--- config.mk ---
export PLATFORM = sky130hd
export DESIGN_NAME = vga_sync_gen_flat
export DESIGN_NICKNAME = d
export VERILOG_FILES = /design/src/rtl/vga_sync_gen_if.sv /design/src/rtl/vga_sync_gen.sv /design/src/flat_wrapper.sv
export SDC_FILE = /design/constraint.sdc
export NUM_CORES = 1
export LEC_CHECK = 0
export CELL_PAD_IN_SITES_DETAIL_PLACEMENT = 2
export CELL_PAD_IN_SITES_GLOBAL_PLACEMENT = 2
export CORE_ASPECT_RATIO = 0.9
export CORE_UTILIZATION = 33
export CTS_CLUSTER_SIZE = 25
export DETAILED_ROUTE_END_ITERATION = 16
export GPL_ROUTABILITY_DRIVEN = 0
export PLACE_DENSITY_LB_ADDON = 0.3
export SLEW_MARGIN = 20
export SYNTH_ARGS = -nofsm -noshare
export SYNTH_HDL_FRONTEND = slang
export SYNTH_SLANG_ARGS = --single-unit
--- constraint.sdc ---
create_clock -name clk -period 2.85 [get_ports clk]
set_input_delay 0.57 -clock clk [delete_from_list [all_inputs] [get_ports clk]]
set_output_delay 0.57 -clock clk [all_outputs]
set_load 0.02 [all_outputs]
--- src/rtl/vga_sync_gen_if.sv ---
// Video timing bundle from vga_sync_gen: pixel strobe, position, syncs and frame markers.
// master drives the timing; slave is any downstream text/graphics consumer.
interface vga_sync_gen_if;
    logic       p_tick;
    logic [9:0] pixel_x;
    logic [9:0] pixel_y;
    logic       hsync;
    logic       vsync;
    logic       video_on;
    logic       frame_start;
    logic [7:0] frame_cnt;

    modport master (
        output p_tick, pixel_x, pixel_y, hsync, vsync, video_on, frame_start, frame_cnt
    );

    modport slave (
        input  p_tick, pixel_x, pixel_y, hsync, vsync, video_on, frame_start, frame_cnt
    );
endinterface

--- src/rtl/vga_sync_gen.sv ---
// VGA raster timing: clock divider, pixel/line counters and registered sync decode.
// Define VGA_SYNC_FRAME_CNT_EN to build the 8-bit frame counter; otherwise frame_cnt is tied to zero.
module vga_sync_gen #(
    parameter int CLK_DIV   = 4,
    parameter int H_DISPLAY = 640,
    parameter int H_FP      = 16,
    parameter int H_SYNC    = 96,
    parameter int H_BP      = 48,
    parameter int V_DISPLAY = 480,
    parameter int V_FP      = 10,
    parameter int V_SYNC    = 2,
    parameter int V_BP      = 33
) (
    input  logic          clk,
    input  logic          rst,
    vga_sync_gen_if.master vga
);

    localparam int H_TOTAL = H_DISPLAY + H_FP + H_SYNC + H_BP;
    localparam int V_TOTAL = V_DISPLAY + V_FP + V_SYNC + V_BP;
    localparam int DIV_W   = (CLK_DIV > 1) ? $clog2(CLK_DIV) : 1;

    localparam logic [DIV_W-1:0] DIV_MAX  = DIV_W'(CLK_DIV - 1);
    localparam logic [9:0]       H_MAX    = 10'(H_TOTAL - 1);
    localparam logic [9:0]       V_MAX    = 10'(V_TOTAL - 1);
    localparam logic [9:0]       H_VIS    = 10'(H_DISPLAY);
    localparam logic [9:0]       V_VIS    = 10'(V_DISPLAY);
    localparam logic [9:0]       HS_START = 10'(H_DISPLAY + H_FP);
    localparam logic [9:0]       HS_END   = 10'(H_DISPLAY + H_FP + H_SYNC - 1);
    localparam logic [9:0]       VS_START = 10'(V_DISPLAY + V_FP);
    localparam logic [9:0]       VS_END   = 10'(V_DISPLAY + V_FP + V_SYNC - 1);

    logic [DIV_W-1:0] div_q;
    logic [9:0]       x_q, y_q;
    logic [9:0]       x_nxt, y_nxt;
    logic             hsync_q, vsync_q, video_q, fstart_q;
    logic             p_tick, h_wrap, frame_wrap;

    assign p_tick = (div_q == DIV_MAX);

    // Next raster position; only taken on a pixel tick.
    always_comb begin
        h_wrap     = (x_q == H_MAX);
        frame_wrap = h_wrap && (y_q == V_MAX);
        x_nxt      = h_wrap ? 10'd0 : x_q + 10'd1;
        y_nxt      = y_q;
        if (h_wrap) begin
            y_nxt = (y_q == V_MAX) ? 10'd0 : y_q + 10'd1;
        end
    end

    // Syncs and blanking decode x_nxt/y_nxt so they move together with the counters.
    always_ff @(posedge clk or negedge rst) begin
        if (!rst) begin
            div_q    <= '0;
            x_q      <= 10'd0;
            y_q      <= 10'd0;
            hsync_q  <= 1'b1;
            vsync_q  <= 1'b1;
            video_q  <= 1'b0;
            fstart_q <= 1'b0;
        end else begin
            div_q    <= p_tick ? '0 : div_q + 1'b1;
            fstart_q <= p_tick && frame_wrap;
            if (p_tick) begin
                x_q     <= x_nxt;
                y_q     <= y_nxt;
                hsync_q <= !((x_nxt >= HS_START) && (x_nxt <= HS_END));
                vsync_q <= !((y_nxt >= VS_START) && (y_nxt <= VS_END));
                video_q <= (x_nxt < H_VIS) && (y_nxt < V_VIS);
            end
        end
    end

`ifdef VGA_SYNC_FRAME_CNT_EN
    logic [7:0] fcnt_q;

    always_ff @(posedge clk or negedge rst) begin
        if (!rst) begin
            fcnt_q <= 8'd0;
        end else if (p_tick && frame_wrap) begin
            fcnt_q <= fcnt_q + 8'd1;
        end
    end

    assign vga.frame_cnt = fcnt_q;
`else
    assign vga.frame_cnt = 8'h00;
`endif

    assign vga.p_tick      = p_tick;
    assign vga.pixel_x     = x_q;
    assign vga.pixel_y     = y_q;
    assign vga.hsync       = hsync_q;
    assign vga.vsync       = vsync_q;
    assign vga.video_on    = video_q;
    assign vga.frame_start = fstart_q;

endmodule

--- src/flat_wrapper.sv ---
// flat-port wrapper written by rule: the top's interface ports become plain ports
module vga_sync_gen_flat 
#(
    parameter int CLK_DIV   = 4,
    parameter int H_DISPLAY = 640,
    parameter int H_FP      = 16,
    parameter int H_SYNC    = 96,
    parameter int H_BP      = 48,
    parameter int V_DISPLAY = 480,
    parameter int V_FP      = 10,
    parameter int V_SYNC    = 2,
    parameter int V_BP      = 33
)
  (clk, rst, vga_p_tick, vga_pixel_x, vga_pixel_y, vga_hsync, vga_vsync, vga_video_on, vga_frame_start, vga_frame_cnt);
  vga_sync_gen_if vga_i ();
  input  logic clk;
  input  logic rst;
  output wire logic [$bits(vga_i.p_tick)-1:0] vga_p_tick;
  output wire logic [$bits(vga_i.pixel_x)-1:0] vga_pixel_x;
  output wire logic [$bits(vga_i.pixel_y)-1:0] vga_pixel_y;
  output wire logic [$bits(vga_i.hsync)-1:0] vga_hsync;
  output wire logic [$bits(vga_i.vsync)-1:0] vga_vsync;
  output wire logic [$bits(vga_i.video_on)-1:0] vga_video_on;
  output wire logic [$bits(vga_i.frame_start)-1:0] vga_frame_start;
  output wire logic [$bits(vga_i.frame_cnt)-1:0] vga_frame_cnt;
  assign vga_p_tick = vga_i.p_tick;
  assign vga_pixel_x = vga_i.pixel_x;
  assign vga_pixel_y = vga_i.pixel_y;
  assign vga_hsync = vga_i.hsync;
  assign vga_vsync = vga_i.vsync;
  assign vga_video_on = vga_i.video_on;
  assign vga_frame_start = vga_i.frame_start;
  assign vga_frame_cnt = vga_i.frame_cnt;
  vga_sync_gen #(.CLK_DIV(CLK_DIV), .H_DISPLAY(H_DISPLAY), .H_FP(H_FP), .H_SYNC(H_SYNC), .H_BP(H_BP), .V_DISPLAY(V_DISPLAY), .V_FP(V_FP), .V_SYNC(V_SYNC), .V_BP(V_BP)) u_core (.clk(clk), .rst(rst), .vga(vga_i));
endmodule
==> report_table.html, run 1 <==
<table>
<tr><th>Metric</th><th>Value</th></tr>
<tr><th colspan="2">Status</th></tr>
<tr><td>Run status</td><td>finished clean</td></tr>
<tr><th colspan="2">Clocking</th></tr>
<tr><td>CTS-repair resized insts</td><td>0</td></tr>
<tr><td>Post-CTS setup buffer count</td><td>0</td></tr>
<tr><td>Number of hold buffers added after cts</td><td>0</td></tr>
<tr><td>Clock edge transition at the registers on the reported setup and hold paths</td><td>100 ps</td></tr>
<tr><td>Clock net sink count</td><td>26</td></tr>
<tr><td>Maximum number of buffers from clock root to sink</td><td>2</td></tr>
<tr><td>CTS buffer count</td><td>3</td></tr>
<tr><td>Level count of the clock H-tree</td><td>1</td></tr>
<tr><td>CTS tree</td><td>yes</td></tr>
<tr><td>Root cell of the clock tree</td><td>sky130_fd_sc_hd__clkbuf_8</td></tr>
<tr><td>Source-to-sink clock delay at the later pin of the worst-skew pair</td><td>280 ps</td></tr>
<tr><th colspan="2">Drt</th></tr>
<tr><td>TritonRoute pass-1 iters</td><td>4</td></tr>
<tr><td>DRC marker count from the first detailed-route iteration</td><td>66</td></tr>
<tr><td>DRC violations left</td><td>0</td></tr>
<tr><td>Wirelength, routed</td><td>approximately 5200 um</td></tr>
<tr><td>Antenna Nets Post-Route</td><td>0</td></tr>
<tr><td>Via Count</td><td>1,539</td></tr>
<tr><td>Routed length per instance</td><td>about 19 um</td></tr>
<tr><td>Via count normalized by instance count</td><td>5.516</td></tr>
<tr><th colspan="2">Layout</th></tr>
<tr><td>Register cell area after layout</td><td>653.1 sq um</td></tr>
<tr><td>Number of inserted diodes</td><td>0</td></tr>
<tr><td>Share of cells above drive strength 1</td><td>7.009%</td></tr>
<tr><td>Combined area of the multi-input logic cells</td><td>902.1 sq um</td></tr>
<tr><td>Area growth from synthesis to layout</td><td>17.79%</td></tr>
<tr><td>FILL cells</td><td>579</td></tr>
<tr><td>Area of all placed cells without fillers</td><td>2013 sq um</td></tr>
<tr><td>Final net count</td><td>approximately 220</td></tr>
<tr><th colspan="2">Placed design</th></tr>
<tr><td>Number of buffers inserted by port buffering</td><td>26</td></tr>
<tr><td>Placed standard-cell area</td><td>1942 sq um</td></tr>
<tr><td>Half-perimeter wire length after placement</td><td>3675 um</td></tr>
<tr><th colspan="2">Worst setup path</th></tr>
<tr><td>Crit. End Element</td><td>flop</td></tr>
<tr><td>Reg-to-reg slack, setup</td><td>360 ps</td></tr>
<tr><td>Library cell contributing the largest single delay on the critical path</td><td>sky130_fd_sc_hd__and3_1</td></tr>
<tr><td>Sequence of cells on the critical path</td><td>ha_1 &gt; and4_1 &gt; and3_1 &gt; nand2_1 &gt; nor3_1 &gt; xor2_1</td></tr>
<tr><td>Worst R2R Path Depth</td><td>6</td></tr>
<tr><td>Endpoint of the most critical register-to-register path</td><td>u_core.vga.pixel_y[5]</td></tr>
<tr><td>Stage delay of the slowest cell on the critical path</td><td>510 ps</td></tr>
<tr><td>Critical path class</td><td>flop to flop</td></tr>
<tr><td>CP delay by family, top</td><td>simple AND/OR/NAND/NOR gates</td></tr>
<tr><td>R2r startpoint</td><td>u_core.vga.pixel_x[1]</td></tr>
<tr><td>Crit path max fanout</td><td>13</td></tr>
<tr><td>Worst path required time</td><td>3060 ps</td></tr>
<tr><td>Arrival time worst endpoint</td><td>2710 ps</td></tr>
<tr><td>Critical path startpoint category</td><td>flop</td></tr>
<tr><td>Count of buffer and inverter cells on the critical path</td><td>0</td></tr>
<tr><th colspan="2">STA</th></tr>
<tr><td>Worst slew margin relative to its limit</td><td>66.45%</td></tr>
<tr><td>Total Negative Setup Slacks</td><td>0 ps</td></tr>
<tr><td>Time the final worst path needs with I/O delays and setup</td><td>between 2000 and 2500 ps</td></tr>
<tr><td>Final-layout worst hold slack</td><td>between 400 and 500 ps</td></tr>
<tr><td>Fin. max-slew vios</td><td>0</td></tr>
<tr><td>Fin crit share</td><td>~90%</td></tr>
<tr><td>Highest clock frequency the design can meet</td><td>400.9 MHz</td></tr>
<tr><td>Tightest Pin Transition</td><td>about 500 ps</td></tr>
<tr><td>Final setup vio count</td><td>0</td></tr>
<tr><td>Skew final</td><td>3.281 ps</td></tr>
<tr><td>Setup repair after global routing missed its margin</td><td>no</td></tr>
<tr><td>Number of hold violations in the final report</td><td>0</td></tr>
<tr><th colspan="2">Die</th></tr>
<tr><td>Vertical die dimension</td><td>70.28 um</td></tr>
<tr><td>Core region area</td><td>4925 sq um</td></tr>
<tr><td># IOs</td><td>35</td></tr>
<tr><td>Area enclosed by the die boundary</td><td>5472 sq um</td></tr>
<tr><td>Number of placement rows</td><td>24</td></tr>
<tr><td>Initial core utilization</td><td>a little over a third</td></tr>
<tr><td>X dimension of the die</td><td>77.86 um</td></tr>
<tr><th colspan="2">Global routing</th></tr>
<tr><td>Wire length of the first global-routing pass</td><td>8756 um</td></tr>
<tr><td>Total global routing overflow</td><td>0</td></tr>
<tr><td>Largest net degree at the start of global routing</td><td>27</td></tr>
<tr><td>Number of antenna violations at the first check in global routing</td><td>0</td></tr>
<tr><td>Number of global-route vias before repair</td><td>1,698</td></tr>
<tr><td>Overall global routing resource usage</td><td>20.81%</td></tr>
<tr><th colspan="2">Synthesis</th></tr>
<tr><td>Prevailing post-synth register cell</td><td>sky130_fd_sc_hd__dfrtp_1</td></tr>
<tr><td>Number of enable flip-flop cells after synthesis</td><td>0</td></tr>
<tr><td>Top cells by area in the synthesized netlist</td><td>sky130_fd_sc_hd__dfrtp_1 (35%), sky130_fd_sc_hd__nand2_1 (4.6%), sky130_fd_sc_hd__o21ai_0 (4.1%)</td></tr>
<tr><td>Number of distinct library cells after synthesis</td><td>just under 50</td></tr>
<tr><td>Netlist area before placement</td><td>1709 sq um</td></tr>
<tr><td>Gate count after technology mapping</td><td>about 200</td></tr>
<tr><td>Count of warnings emitted by yosys</td><td>0</td></tr>
<tr><td>Mean post-synth cell area</td><td>approximately 8.7 sq um</td></tr>
<tr><td>Fraction of post-synthesis cell area in the top cell type by area</td><td>35.14%</td></tr>
<tr><td>Top post-synthesis cells by count</td><td>sky130_fd_sc_hd__dfrtp_1 (24), sky130_fd_sc_hd__nand2_1 (21), sky130_fd_sc_hd__o21ai_0 (14)</td></tr>
<tr><td>Synth async-reset ratio</td><td>100.0%</td></tr>
<tr><td>Part of the Yosys area used for sequential elements</td><td>roughly two fifths</td></tr>
<tr><td>Number of flip-flops and latches in the synthesized netlist</td><td>26</td></tr>
<tr><td>Leading area contributor after synthesis</td><td>sky130_fd_sc_hd__dfrtp_1</td></tr>
<tr><td>Count leader, synth</td><td>sky130_fd_sc_hd__dfrtp_1</td></tr>
<tr><th colspan="2">Min path</th></tr>
<tr><td>Launch instance of the worst min-delay path</td><td>u_core.div_q[0]</td></tr>
<tr><td>Worst hold-check path type</td><td>flop to flop</td></tr>
<tr><td>Hold Crit Endpoint</td><td>u_core.div_q[0]</td></tr>
<tr><td>Worst hold path depth</td><td>1</td></tr>
<tr><th colspan="2">Power and ir drop</th></tr>
<tr><td>Final Total Pwr</td><td>0.7089 mW</td></tr>
<tr><td>Total power divided by cell area</td><td>roughly 350 nW/um^2</td></tr>
<tr><td>VDD IR max</td><td>0.1847 mV</td></tr>
<tr><td>Leakage power</td><td>0.7919 nW</td></tr>
<tr><th colspan="2">Flow run</th></tr>
<tr><td>Count of max-cap constraint violations</td><td>0</td></tr>
</table>
[final cells by class]
cell class / instances / share of cell area [%]
multi-input combinational: 148 / 44.81
sequential: 26 / 32.44
timing repair buffer: 28 / 13.67
tap: 65 / 4.040
clock buffer: 3 / 2.051
clock inverter: 1 / 1.492
inverter: 8 / 1.492
[power by group]
part,internal (mW),leakage [nW],switching (mW)
sequential,0.369,0.337,0
clock,0.188,0.0357,0.132
combinational,0.00210,0.419,0.0171
total,0.559,0.792,0.150
[state kept, by name, summed over array words and instances (netlist names)]
signal and cells:
u_core.vga.frame_start 1, u_core.vga.hsync 1, u_core.vga.vsync 1, u_core.vga.pixel_y 10, u_core.div_q 2, u_core.vga.pixel_x 10
u_core.vga.video_on 1
[stage by stage]
| stage | setup slack [ps] | instances | util, % |
|---|---|---|---|
| after global routing | 98.00 | 279 | 40.88 |
| final | 355.5 | 279 | 40.88 |
| after global placement | 556.3 | 275 | 39.43 |
| after CTS | 364.6 | 279 | 40.88 |
| after floorplan | 778.4 | 204 | - |
| after detailed placement | 404.3 | 275 | 39.43 |
[per-layer routing]
metal,share of wire [%],up-vias,GRT usage (%)
li1,-,715,-
met1,46,785,26.59
met2,50,33,36.09
met3,3.5,6,4.052
met4,1.0,0,4.612
met5,0,-,0
[worst register-to-register path, delay by kind of cell (launching register included)]
kind | cells | cell delay, ps
xor+xnor | 1 | 170
fa+ha+maj | 1 | 270
flops | 1 | 440
simple gates | 4 | 1560
[kinds of logic after synthesis]
logic type,count (synthesis),synth area share [%]
simple gates,77,24.16
compound gates,47,17.42
buf+inv,30,10.54
flops,26,38.21
xor+xnor,9,4.612
fa+ha+maj,5,3.660
mux,2,1.171
other cells,1,0.2194
[worst max path at each step]
| stage | from | slack, ps | cells past startpoint | to |
|---|---|---|---|---|
| global placement | u_core.vga.pixel_x[1] | 560 | 7 | u_core.vga.video_on |
| global route | u_core.vga.pixel_x[1] | 100 | 5 | u_core.vga.pixel_y[6] |
| detailed placement | u_core.vga.pixel_x[1] | 400 | 5 | u_core.vga.pixel_y[6] |
| finish | u_core.vga.pixel_x[1] | 360 | 6 | u_core.vga.pixel_y[5] |
| floorplan | u_core.vga.pixel_x[1] | 780 | 8 | u_core.vga.vsync |
| CTS | u_core.vga.pixel_x[1] | 360 | 5 | u_core.vga.pixel_y[6] |
[cell usage in the layout, fill, tap and decap left out, types with 3 or more instances in the layout]
cell,n
sky130_fd_sc_hd__conb_1,8
sky130_fd_sc_hd__dfrtp_1,24
sky130_fd_sc_hd__nand2b_1,3
sky130_fd_sc_hd__clkbuf_8,3
sky130_fd_sc_hd__a21oi_1,8
sky130_fd_sc_hd__nor3_1,7
sky130_fd_sc_hd__o21ai_0,14
sky130_fd_sc_hd__nand2_1,21
sky130_fd_sc_hd__nor2_1,11
sky130_fd_sc_hd__ha_1,5
sky130_fd_sc_hd__nand4_1,8
sky130_fd_sc_hd__nand3_1,11
sky130_fd_sc_hd__a31oi_1,6
sky130_fd_sc_hd__o31ai_1,4
sky130_fd_sc_hd__inv_1,8
sky130_fd_sc_hd__clkdlybuf4s50_1,26
sky130_fd_sc_hd__xnor2_1,8
Note: power is estimated with default switching activity, not from simulation.
==> inputs of run 2 (changes only) <==
CORE_UTILIZATION = 30   (was 33)
clock period = 2.81 ns   (was 2.85 ns; I/O delays follow)
==> run 2 against run 1 <==
- via count decreased by 1.4%
- non-clock buffer count is the same
- total power increased by 0.60%
- combinational power barely moved
- sequential share of layout area fell by 0.060 points
==> report_table.html, run 2 (same netlist as run 1, synthesis figures left out) <==
<table>
<tr><th>Metric</th><th>Value</th></tr>
<tr><th colspan="2">Drt</th></tr>
<tr><td>Routed length on met2</td><td>2360 um (-8.5%)</td></tr>
<tr><td>Wirelength, routed</td><td>4880 um (-6.0%)</td></tr>
<tr><td>Antenna Nets Post-Route</td><td>0 (unchanged)</td></tr>
<tr><td>Via Count</td><td>1,517 (-1.4%)</td></tr>
<tr><td>DRC marker count from the first detailed-route iteration</td><td>73 (+11%)</td></tr>
<tr><td>Via count normalized by instance count</td><td>5.399 (-2.1%)</td></tr>
<tr><td>Top metal layer carrying routed signals</td><td>met4</td></tr>
<tr><td>DRC violations left</td><td>0 (unchanged)</td></tr>
<tr><td>TritonRoute pass-1 iters</td><td>4 (unchanged)</td></tr>
<tr><td>Post-Route M1 WL</td><td>2324 um (-2.1%)</td></tr>
<tr><td>Wire length on met3</td><td>168 um (-8.2%)</td></tr>
<tr><td>Routed length per instance</td><td>17.37 um (-6.7%)</td></tr>
<tr><th colspan="2">Layout</th></tr>
<tr><td>Highest-count cells in the layout ignoring fill and taps</td><td>sky130_fd_sc_hd__clkdlybuf4s50_1 (26), sky130_fd_sc_hd__dfrtp_1 (24), sky130_fd_sc_hd__nand2_1 (21)</td></tr>
<tr><td>Final net count</td><td>222 (unchanged)</td></tr>
<tr><td>FILL cells</td><td>620 (+7.1%)</td></tr>
<tr><td>Share of cells above drive strength 1</td><td>7.477% (+0.47 points)</td></tr>
<tr><td>Most common library cell in the layout ignoring fill and taps</td><td>sky130_fd_sc_hd__clkdlybuf4s50_1</td></tr>
<tr><td>Area growth from synthesis to layout</td><td>18.01%</td></tr>
<tr><td>Number of inserted diodes</td><td>0 (unchanged)</td></tr>
<tr><th colspan="2">Die</th></tr>
<tr><td>Number of placement rows</td><td>25 (+4.2%)</td></tr>
<tr><td>Core region area</td><td>5380 sq um (+9.2%)</td></tr>
<tr><td># IOs</td><td>35 (unchanged)</td></tr>
<tr><td>Area enclosed by the die boundary</td><td>6003 sq um (+9.7%)</td></tr>
<tr><td>Initial core utilization</td><td>31.77% (-2.9 points)</td></tr>
<tr><td>Vertical die dimension</td><td>73.61 um (+4.7%)</td></tr>
<tr><td>X dimension of the die</td><td>81.56 um (+4.8%)</td></tr>
<tr><th colspan="2">Placed design</th></tr>
<tr><td>Half-perimeter wire length after placement</td><td>3501 um (-4.7%)</td></tr>
<tr><td>Worst Setup Slack post-DPL</td><td>358.2 ps (-46.09 ps)</td></tr>
<tr><td>Number of buffers inserted by port buffering</td><td>26 (unchanged)</td></tr>
<tr><th colspan="2">Clocking</th></tr>
<tr><td>CTS buffer count</td><td>3 (unchanged)</td></tr>
<tr><td>Post-CTS setup buffer count</td><td>0 (unchanged)</td></tr>
<tr><td>CTS-repair resized insts</td><td>0 (unchanged)</td></tr>
<tr><td>Source-to-sink clock delay at the later pin of the worst-skew pair</td><td>280 ps (about the same)</td></tr>
<tr><td>Maximum number of buffers from clock root to sink</td><td>2 (unchanged)</td></tr>
<tr><td>Root cell of the clock tree</td><td>sky130_fd_sc_hd__clkbuf_8</td></tr>
<tr><td>Clock net sink count</td><td>26 (unchanged)</td></tr>
<tr><td>Number of hold buffers added after cts</td><td>0 (unchanged)</td></tr>
<tr><td>Level count of the clock H-tree</td><td>1 (unchanged)</td></tr>
<tr><td>CTS tree</td><td>yes</td></tr>
<tr><td>Clock edge transition at the registers on the reported setup and hold paths</td><td>100 ps (about the same)</td></tr>
<tr><th colspan="2">Global routing</th></tr>
<tr><td>Overall global routing resource usage</td><td>17.75% (-3.1 points)</td></tr>
<tr><td>Total global routing overflow</td><td>0 (unchanged)</td></tr>
<tr><td>Largest net degree at the start of global routing</td><td>27 (unchanged)</td></tr>
<tr><td>Number of global-route vias before repair</td><td>1,542 (-9.2%)</td></tr>
<tr><td>Wire length of the first global-routing pass</td><td>8045 um (-8.1%)</td></tr>
<tr><td>Number of antenna violations at the first check in global routing</td><td>0 (unchanged)</td></tr>
<tr><th colspan="2">Worst setup path</th></tr>
<tr><td>Crit path max fanout</td><td>13 (unchanged)</td></tr>
<tr><td>Worst path required time</td><td>2970 ps (-90 ps)</td></tr>
<tr><td>Stage delay of the slowest cell on the critical path</td><td>430 ps (-80 ps)</td></tr>
<tr><td>R2r startpoint</td><td>u_core.vga.pixel_x[1]</td></tr>
<tr><td>Library cell contributing the largest single delay on the critical path</td><td>sky130_fd_sc_hd__dfrtp_1</td></tr>
<tr><td>CP delay by family, top</td><td>simple AND/OR/NAND/NOR gates</td></tr>
<tr><td>Critical path class</td><td>flop to flop</td></tr>
<tr><td>Critical path depth in cells</td><td>7 (+1)</td></tr>
<tr><td>Arrival time worst endpoint</td><td>2590 ps (-120 ps)</td></tr>
<tr><td>Critical path capture point</td><td>u_core.vga.video_on</td></tr>
<tr><td>Reg-to-reg slack, setup</td><td>390 ps (+30 ps)</td></tr>
<tr><td>Crit path from</td><td>u_core.vga.pixel_x[1]</td></tr>
<tr><td>Critical path startpoint category</td><td>flop</td></tr>
<tr><td>Worst R2R Path Depth</td><td>7 (+1)</td></tr>
<tr><td>Endpoint of the most critical register-to-register path</td><td>u_core.vga.video_on</td></tr>
<tr><td>Count of buffer and inverter cells on the critical path</td><td>0 (unchanged)</td></tr>
<tr><td>Crit. End Element</td><td>flop</td></tr>
<tr><td>Sequence of cells on the critical path</td><td>ha_1 &gt; and4_1 &gt; and3_2 &gt; nand2_1 &gt; xnor2_1 &gt; nor3_1 &gt; o32ai_1</td></tr>
<tr><th colspan="2">Flow run</th></tr>
<tr><td>Count of max-cap constraint violations</td><td>0 (unchanged)</td></tr>
<tr><th colspan="2">STA</th></tr>
<tr><td>Fin crit share</td><td>86.24% (-1.3 points)</td></tr>
<tr><td>Highest clock frequency the design can meet</td><td>412.7 MHz (+2.9%)</td></tr>
<tr><td>Final-layout worst hold slack</td><td>437.9 ps (+2.462 ps)</td></tr>
<tr><td>Total Negative Setup Slacks</td><td>0 ps (unchanged)</td></tr>
<tr><td>Worst slew margin relative to its limit</td><td>64.82% (-1.6 points)</td></tr>
<tr><td>Setup repair after global routing missed its margin</td><td>no</td></tr>
<tr><td>Final setup vio count</td><td>0 (unchanged)</td></tr>
<tr><td>Skew final</td><td>6.524 ps (+3.243 ps)</td></tr>
<tr><td>Time the final worst path needs with I/O delays and setup</td><td>2423 ps (-71.18 ps)</td></tr>
<tr><td>Tightest Pin Transition</td><td>525.7 ps (+24.33 ps)</td></tr>
<tr><td>Fin. max-slew vios</td><td>0 (unchanged)</td></tr>
<tr><td>Setup WS post-layout</td><td>386.7 ps (+31.19 ps)</td></tr>
<tr><td>Number of hold violations in the final report</td><td>0 (unchanged)</td></tr>
<tr><th colspan="2">Power and ir drop</th></tr>
<tr><td>VDD IR max</td><td>0.3275 mV (+77%)</td></tr>
<tr><td>Leakage power</td><td>0.7914 nW (about the same)</td></tr>
<tr><td>Total power divided by cell area</td><td>353.6 nW/um^2 (+0.41%)</td></tr>
<tr><th colspan="2">Status</th></tr>
<tr><td>Run status</td><td>finished clean</td></tr>
<tr><th colspan="2">Min path</th></tr>
<tr><td>Launch instance of the worst min-delay path</td><td>u_core.div_q[0]</td></tr>
<tr><td>Worst hold-check path type</td><td>flop to flop</td></tr>
</table>
-- run 2: cell counts in the layout (fill, tap and decap cells not counted) --
Identical to the previous run, type by type.
-- run 2: report_power, final --
group	switching (mW)	leakage [nW]	total [mW]	internal, mW
Clock	0.129	0.0357	0.320	0.191
Sequential	0	0.337	0.374	0.374
Combinational	0.0172	0.419	0.0193	0.00213
Total	0.146	0.791	0.713	0.567
-- run 2: worst min-delay path by stage --
stage,endpoint,slack (ps),depth (start not counted)
detailed placement,u_core.div_q[0],430,1
global placement,u_core.div_q[0],420,1
floorplan,u_core.div_q[0],270,0
CTS,u_core.div_q[0],440,1
finish,u_core.div_q[0],440,1
global route,u_core.div_q[0],450,1
-- run 2: final cells by class --
class | count | area (sq um) | area share (%)
inverter | 8 | 30.03 | 1.489
sequential | 26 | 653.1 | 32.38
tap | 67 | 83.83 | 4.156
multi-input combinational | 148 | 903.4 | 44.79
clock buffer | 3 | 41.29 | 2.047
clock inverter | 1 | 30.03 | 1.489
timing repair buffer | 28 | 275.3 | 13.65
-- run 2: worst register-to-register path, stage by stage, from the launching register on --
cell	delay (ps)
sky130_fd_sc_hd__dfrtp_1	430
sky130_fd_sc_hd__ha_1	240
sky130_fd_sc_hd__and4_1	370
sky130_fd_sc_hd__and3_2	390
sky130_fd_sc_hd__nand2_1	100
sky130_fd_sc_hd__xnor2_1	270
sky130_fd_sc_hd__nor3_1	150
sky130_fd_sc_hd__o32ai_1	360
-- run 2: per-layer routing --
layer  up-vias  global-route usage (%)
met4         0                   2.778
met1       767                   24.40
met3         4                   3.354
met2        30                   29.26
li1        716                       -
met5         -                       0
-- run 2: stage by stage --
step	total power, mW	utilization, %	instances	cell area [sq um]
after floorplan	0.3992	-	204	1735
after global placement	0.4008	36.14	277	1944
after detailed placement	0.4015	36.14	277	1944
after CTS	0.7276	37.47	281	2016
after global routing	0.7349	37.49	281	2017
final	0.7131	37.49	281	2017
==> inputs of run 3 (changes only) <==
TNS_END_PERCENT = 5   (was default)
==> results of run 3 <==
Same layout as run 2: the final DEF is identical, and so are final timing and power.
==> RTL edit 1: new RTL, settings of run 3 <==
`V_BP` is set to 33 in 2 places; all go to 16.
--- a/src/rtl/vga_sync_gen.sv
+++ b/src/rtl/vga_sync_gen.sv
@@ -9,7 +9,7 @@
     parameter int V_DISPLAY = 480,
     parameter int V_FP      = 10,
     parameter int V_SYNC    = 2,
-    parameter int V_BP      = 33
+    parameter int V_BP      = 16
 ) (
     input  logic          clk,
     input  logic          rst,
--- a/src/flat_wrapper.sv
+++ b/src/flat_wrapper.sv
@@ -9,7 +9,7 @@
     parameter int V_DISPLAY = 480,
     parameter int V_FP      = 10,
     parameter int V_SYNC    = 2,
-    parameter int V_BP      = 33
+    parameter int V_BP      = 16
 )
   (clk, rst, vga_p_tick, vga_pixel_x, vga_pixel_y, vga_hsync, vga_vsync, vga_video_on, vga_frame_start, vga_frame_cnt);
   vga_sync_gen_if vga_i ();
Check against the original RTL: same outputs for any inputs over 10 cycles, from zero or initial values and one cycle with rst low; that may be too few to reach the edited logic, so the function may still have changed.
==> RTL edit 1 against run 3 <==
Via count shrank 2.9%. Critical path type unchanged. Setup slack gained 0.14 ns. First-iteration DRC count shrank 38%. Routed wire length shrank 3.3%. Design area shrank 1.2%. Area after synthesis shrank 3.3%. Sequential cell count is the same. Power shrank 11%. Core utilization grew 0.19 points.
==> RTL edit 1: results (changes against run 3) <==
================================================================================
DP HPWL                                                                  3.62 mm   was 3.50 mm
Largest driver fanout on the critical path                                     9   was 13
Number of nets in the layout                                                 218   was 222
All-layer global routing usage                                             17.6%   was 17.7%
Run status                                                          complete, no violations   unchanged
Vias in the first global route                                              1525   was 1542
Worst path arrival time                                                  2.42 ns   was 2.59 ns
Largest buffer count on any clock path                                         2   unchanged
Number of antenna violations at the first check in global routing              0   unchanged
Total wirelength of the detailed-routed design                           4.72 mm   was 4.88 mm
Drt initial violations                                                        45   was 73
Clock tree root buffer cell                                             clkbuf_8   unchanged
Worst clock skew                                                      0.00561 ns   was 0.00652 ns
Maximum ir drop on the vdd rail                                       0.000160 V   was 0.000327 V
Kind of end point of the critical path                                  register   unchanged
Most frequent cells after synthesis                                 dfrtp_1, nand2_1, nor2_1   was dfrtp_1, nand2_1, o21ai_0
Number of fill cells                                                         607   was 620
Main area contributors after synthesis                              dfrtp_1, nand2_1, o21ai_0, buf_4, nor2_1   was dfrtp_1, nand2_1, o21ai_0, xnor2_1, buf_4
Layout cell share with drive strength beyond 1                             8.53%   was 7.48%
Global-route wire length before repair                                   7.80 mm   was 8.05 mm
Length of the first detailed-routing pass in iterations                        4   unchanged
Maximum number of pins on one net before global-route repair                  27   unchanged
Leakage Power                                                        0.000784 uW   was 0.000791 uW
Transition time at the pin with the least slew margin                   0.822 ns   was 0.526 ns
Via count normalized by instance count                                      5.30   was 5.40
Worst hold path class                                                    reg2reg   unchanged
Dominant register cell in the synthesized netlist                        dfrtp_1   unchanged
DP Worst Slack                                                          0.555 ns   was 0.358 ns
Number of buffers created by CTS                                               3   unchanged
Proportion of synthesized chip area in sequential cells                    39.5%   was 38.2%
Cell variety after synth                                                      46   was 49
================================================================================
[RTL edit 1: changes by cell type after synthesis, moves of 3 or more]
cell / run 3 / this run
nand4_1: 8 / 2
clkbuf_1: 6 / 2
nor2_1: 11 / 15
buf_6: 4 / 1
nand2_1: 21 / 24
xnor2_1: 8 / 5
[RTL edit 1: per-stage QoR]
stage | hold slack (ns) | cell area [sq um] | cells | utilization (%)
global placement | 0.414 | 1940 | 274 | 36.6
floorplan | 0.266 | 1680 | 195 | -
finish | 0.446 | 1990 | 278 | 37.7
CTS | 0.446 | 1990 | 278 | 37.7
detailed placement | 0.431 | 1940 | 274 | 36.6
global route | 0.449 | 1990 | 278 | 37.7
[RTL edit 1: layer usage]
metal / share of wire, % / track usage, %
met5: 0 / 0
met4: 0.61 / 4.76
met3: 2.4 / 2.77
met2: 49 / 29.0
met1: 48 / 24.0
[RTL edit 1: final timing paths]
| check | start | to | slack, ns | cells after the start |
|---|---|---|---|---|
| max | u_core.vga.pixel_y[1] | u_core.vga.video_on | 0.53 | 7 |
| min | u_core.div_q[0] | u_core.div_q[0] | 0.45 | 1 |
| max reg2reg | u_core.vga.pixel_y[1] | u_core.vga.video_on | 0.53 | 7 |
| min reg2reg | u_core.div_q[0] | u_core.div_q[0] | 0.45 | 1 |
| max in group asynchronous | rst | u_core.vga.vsync | 1.84 | 2 |
| min in group asynchronous | rst | u_core.vga.frame_start | 0.66 | 2 |
[RTL edit 1: cells by family after synthesis]
family | share of synthesized area [%]
XOR/XNOR | 4.24
multiplexers | 2.12
AND/OR/NAND/NOR | 24.4
AO/OA/AOI/OAI | 18.3
other | 0.227
adder cells (fa/ha/maj) | 3.03
buffers and inverters | 8.18
flip-flops | 39.5
[RTL edit 1: critical path: stages, from the launching register on]
cell and delay (ns):
dfrtp_1 0.42, ha_1 0.36, and4_1 0.39, nand2_1 0.11, nor3_1 0.15, o21ai_0 0.15
a2111oi_2 0.42, o32ai_2 0.14
[RTL edit 1: final cells by class]
cell class | instances | area, sq um | area share [%]
Inverter | 7 | 26.3 | 1.32
Sequential cell | 26 | 653 | 32.8
Multi-Input combinational cell | 145 | 891 | 44.7
Clock buffer | 4 | 55.1 | 2.76
Tap cell | 67 | 83.8 | 4.21
Timing Repair Buffer | 29 | 283 | 14.2
[RTL edit 1: report_power, final]
part / leakage (uW) / internal [uW] / total (uW) / switching [uW]
Clock: 0.0000288 / 125 / 244 / 118
Combinational: 0.000419 / 2.13 / 19.2 / 17.1
Sequential: 0.000337 / 374 / 374 / 0
Total: 0.000784 / 501 / 637 / 135
==> RTL edit 2: new RTL, settings of run 3 <==
Made on the original files. `CLK_DIV` is set to 4 in 2 places; all go to 2.
--- a/src/rtl/vga_sync_gen.sv
+++ b/src/rtl/vga_sync_gen.sv
@@ -1,7 +1,7 @@
 // VGA raster timing: clock divider, pixel/line counters and registered sync decode.
 // Define VGA_SYNC_FRAME_CNT_EN to build the 8-bit frame counter; otherwise frame_cnt is tied to zero.
 module vga_sync_gen #(
-    parameter int CLK_DIV   = 4,
+    parameter int CLK_DIV   = 2,
     parameter int H_DISPLAY = 640,
     parameter int H_FP      = 16,
     parameter int H_SYNC    = 96,
--- a/src/flat_wrapper.sv
+++ b/src/flat_wrapper.sv
@@ -1,7 +1,7 @@
 // flat-port wrapper written by rule: the top's interface ports become plain ports
 module vga_sync_gen_flat 
 #(
-    parameter int CLK_DIV   = 4,
+    parameter int CLK_DIV   = 2,
     parameter int H_DISPLAY = 640,
     parameter int H_FP      = 16,
     parameter int H_SYNC    = 96,
Function: changed (Yosys sat finds a counterexample within 4 cycles, from zero or initial values and one cycle with rst low).
==> RTL edit 2 against run 3 <==
Routed wire length increased by 2.5%. First-iteration DRC count decreased by 6.8%. Sequential cell count decreased by 1. Design area decreased by 2.2%. Combinational power increased by 4%. Sequential share of layout area decreased by 0.53 points. Core utilization decreased by 0.41 points. Worst hold slack improved by 0.077 ns. Count of clock-buffer cells in the layout unchanged. Power decreased by 14%. Setup slack got worse by 0.017 ns. Area after synthesis decreased by 1.7%. Die area decreased by 1.6%. Critical path type unchanged.
==> RTL edit 2: results (changes against run 3) <==
================================================================================
Share of synthesized registers carrying an async set or reset               100%   unchanged
Worst path arrival time                                                  2.60 ns   was 2.59 ns
Maximum ir drop on the vdd rail                                       0.000202 V   was 0.000327 V
Clock tree root buffer cell                                             clkbuf_8   unchanged
Proportion of netlist area held by the largest area contributor            34.3%   was 35.1%
Maximum cell stage delay along the critical path                         0.48 ns   was 0.43 ns
Mean cell area of the mapped netlist                                  8.80 sq um   was 8.68 sq um
Diode insertion count for antenna repair                                       0   unchanged
Number of fill cells                                                         618   was 620
Multi-input logic area                                                 906 sq um   was 903 sq um
Internal reg-to-reg setup slack                                          0.37 ns   was 0.39 ns
Run status                                                          complete, no violations   unchanged
Compound-gate portion of the synthesized area                              16.2%   was 17.4%
Leakage Power                                                        0.000750 uW   was 0.000791 uW
Worst Hold Slack                                                        0.515 ns   was 0.438 ns
DP Worst Slack                                                          0.404 ns   was 0.358 ns
Slowest cell on the critical path                                          or3_1   was dfrtp_1
Clock tree cell share of total cell area                                   2.47%   was 3.54%
Multi-Input Combinational                                                    143   was 148
Layout cell share with drive strength beyond 1                             8.21%   was 7.48%
Hold EP                                                             u_core.vga.hsync   was u_core.div_q[0]
Post-layout minimum cycle time                                           2.44 ns   was 2.42 ns
Detail-routed net length per standard cell                          18.2 microns   was 17.4 microns
Number of nets in the layout                                                 214   was 222
Drt initial violations                                                        68   was 73
Proportion of synthesized chip area in sequential cells                    37.4%   was 38.2%
DP HPWL                                                                  3.66 mm   was 3.50 mm
Cell area after layout                                                1970 sq um   was 2020 sq um
Maximum number of pins on one net before global-route repair                  22   was 27
Standard cell area after detailed placement                           1920 sq um   was 1940 sq um
Most frequent cells after synthesis                                 dfrtp_1, nand2_1, o21ai_0   unchanged
Buffer share of cell area                                                  14.3%   was 13.6%
Routed vias                                                                 1488   was 1517
Non-clock buffer count in the final layout                                    29   was 28
Post-synthesis adder-cell area fraction                                    3.57%   was 3.66%
Multiplexer area fraction after synthesis                                  1.19%   was 1.17%
Post-synthesis share of cell area spent on xor and xnor gates              5.21%   was 4.61%
Sequential share of cell area                                              31.9%   was 32.4%
Main area contributors after synthesis                              dfrtp_1, o21ai_0, nand2_1, buf_4, xnor2_1   was dfrtp_1, nand2_1, o21ai_0, xnor2_1, buf_4
Number of antenna violations at the first check in global routing              0   unchanged
Worst hold stages                                                              2   was 1
All-layer global routing usage                                             19.2%   was 17.7%
Synthesized flop and latch total                                              25   was 26
Cell variety after synth                                                      46   was 49
Hold Buf Count CTS                                                             0   unchanged
Count of yosys warnings during synthesis                                       0   unchanged
Reg2Reg Depth                                                                  6   was 7
Start point of the worst hold path                                  u_core.vga.hsync   was u_core.div_q[0]
Relative slew margins                                                      51.7%   was 64.8%
Global-route wire length before repair                                   8.50 mm   was 8.05 mm
Number of inverters outside the clock class in the layout                      6   was 8
Worst clock skew                                                      0.00837 ns   was 0.00652 ns
Number of non-filler instances in the completed layout                       274   was 281
Standard cell core area                                               5320 sq um   was 5380 sq um
Largest driver fanout on the critical path                                    11   was 13
Launch point of the critical path                                   u_core.vga.pixel_x[1]   unchanged
Vias in the first global route                                              1616   was 1542
================================================================================
RTL edit 2: cell types whose count changed in the layout (fill, tap and decap cells not counted), sizes merged, moves of 2 or more:
cell / before / now
a21oi: 8 / 4
and3: 3 / 6
a21o: 3 / 1
inv: 8 / 6
nor2: 11 / 13
o211ai: 2 / 0
o21ai: 14 / 16
or2: 2 / 0
xor2: 1 / 3
RTL edit 2: power breakdown:
part / internal (uW) / leakage, uW / total [uW] / switching (uW)
clock: 101 / 0.0000217 / 235 / 134
combinational: 2.12 / 0.000406 / 20.0 / 17.9
sequential: 360 / 0.000323 / 360 / 0
total: 463 / 0.000750 / 615 / 152
RTL edit 2: routing by layer:
| layer | global-route usage, % | up-vias | part of all wire (%) |
|---|---|---|---|
| li1 | - | 697 | - |
| met2 | 29.9 | 30 | 45 |
| met4 | 4.37 | 0 | 0.96 |
| met1 | 27.3 | 755 | 51 |
| met3 | 3.50 | 6 | 2.8 |
| met5 | 0 | - | 0 |
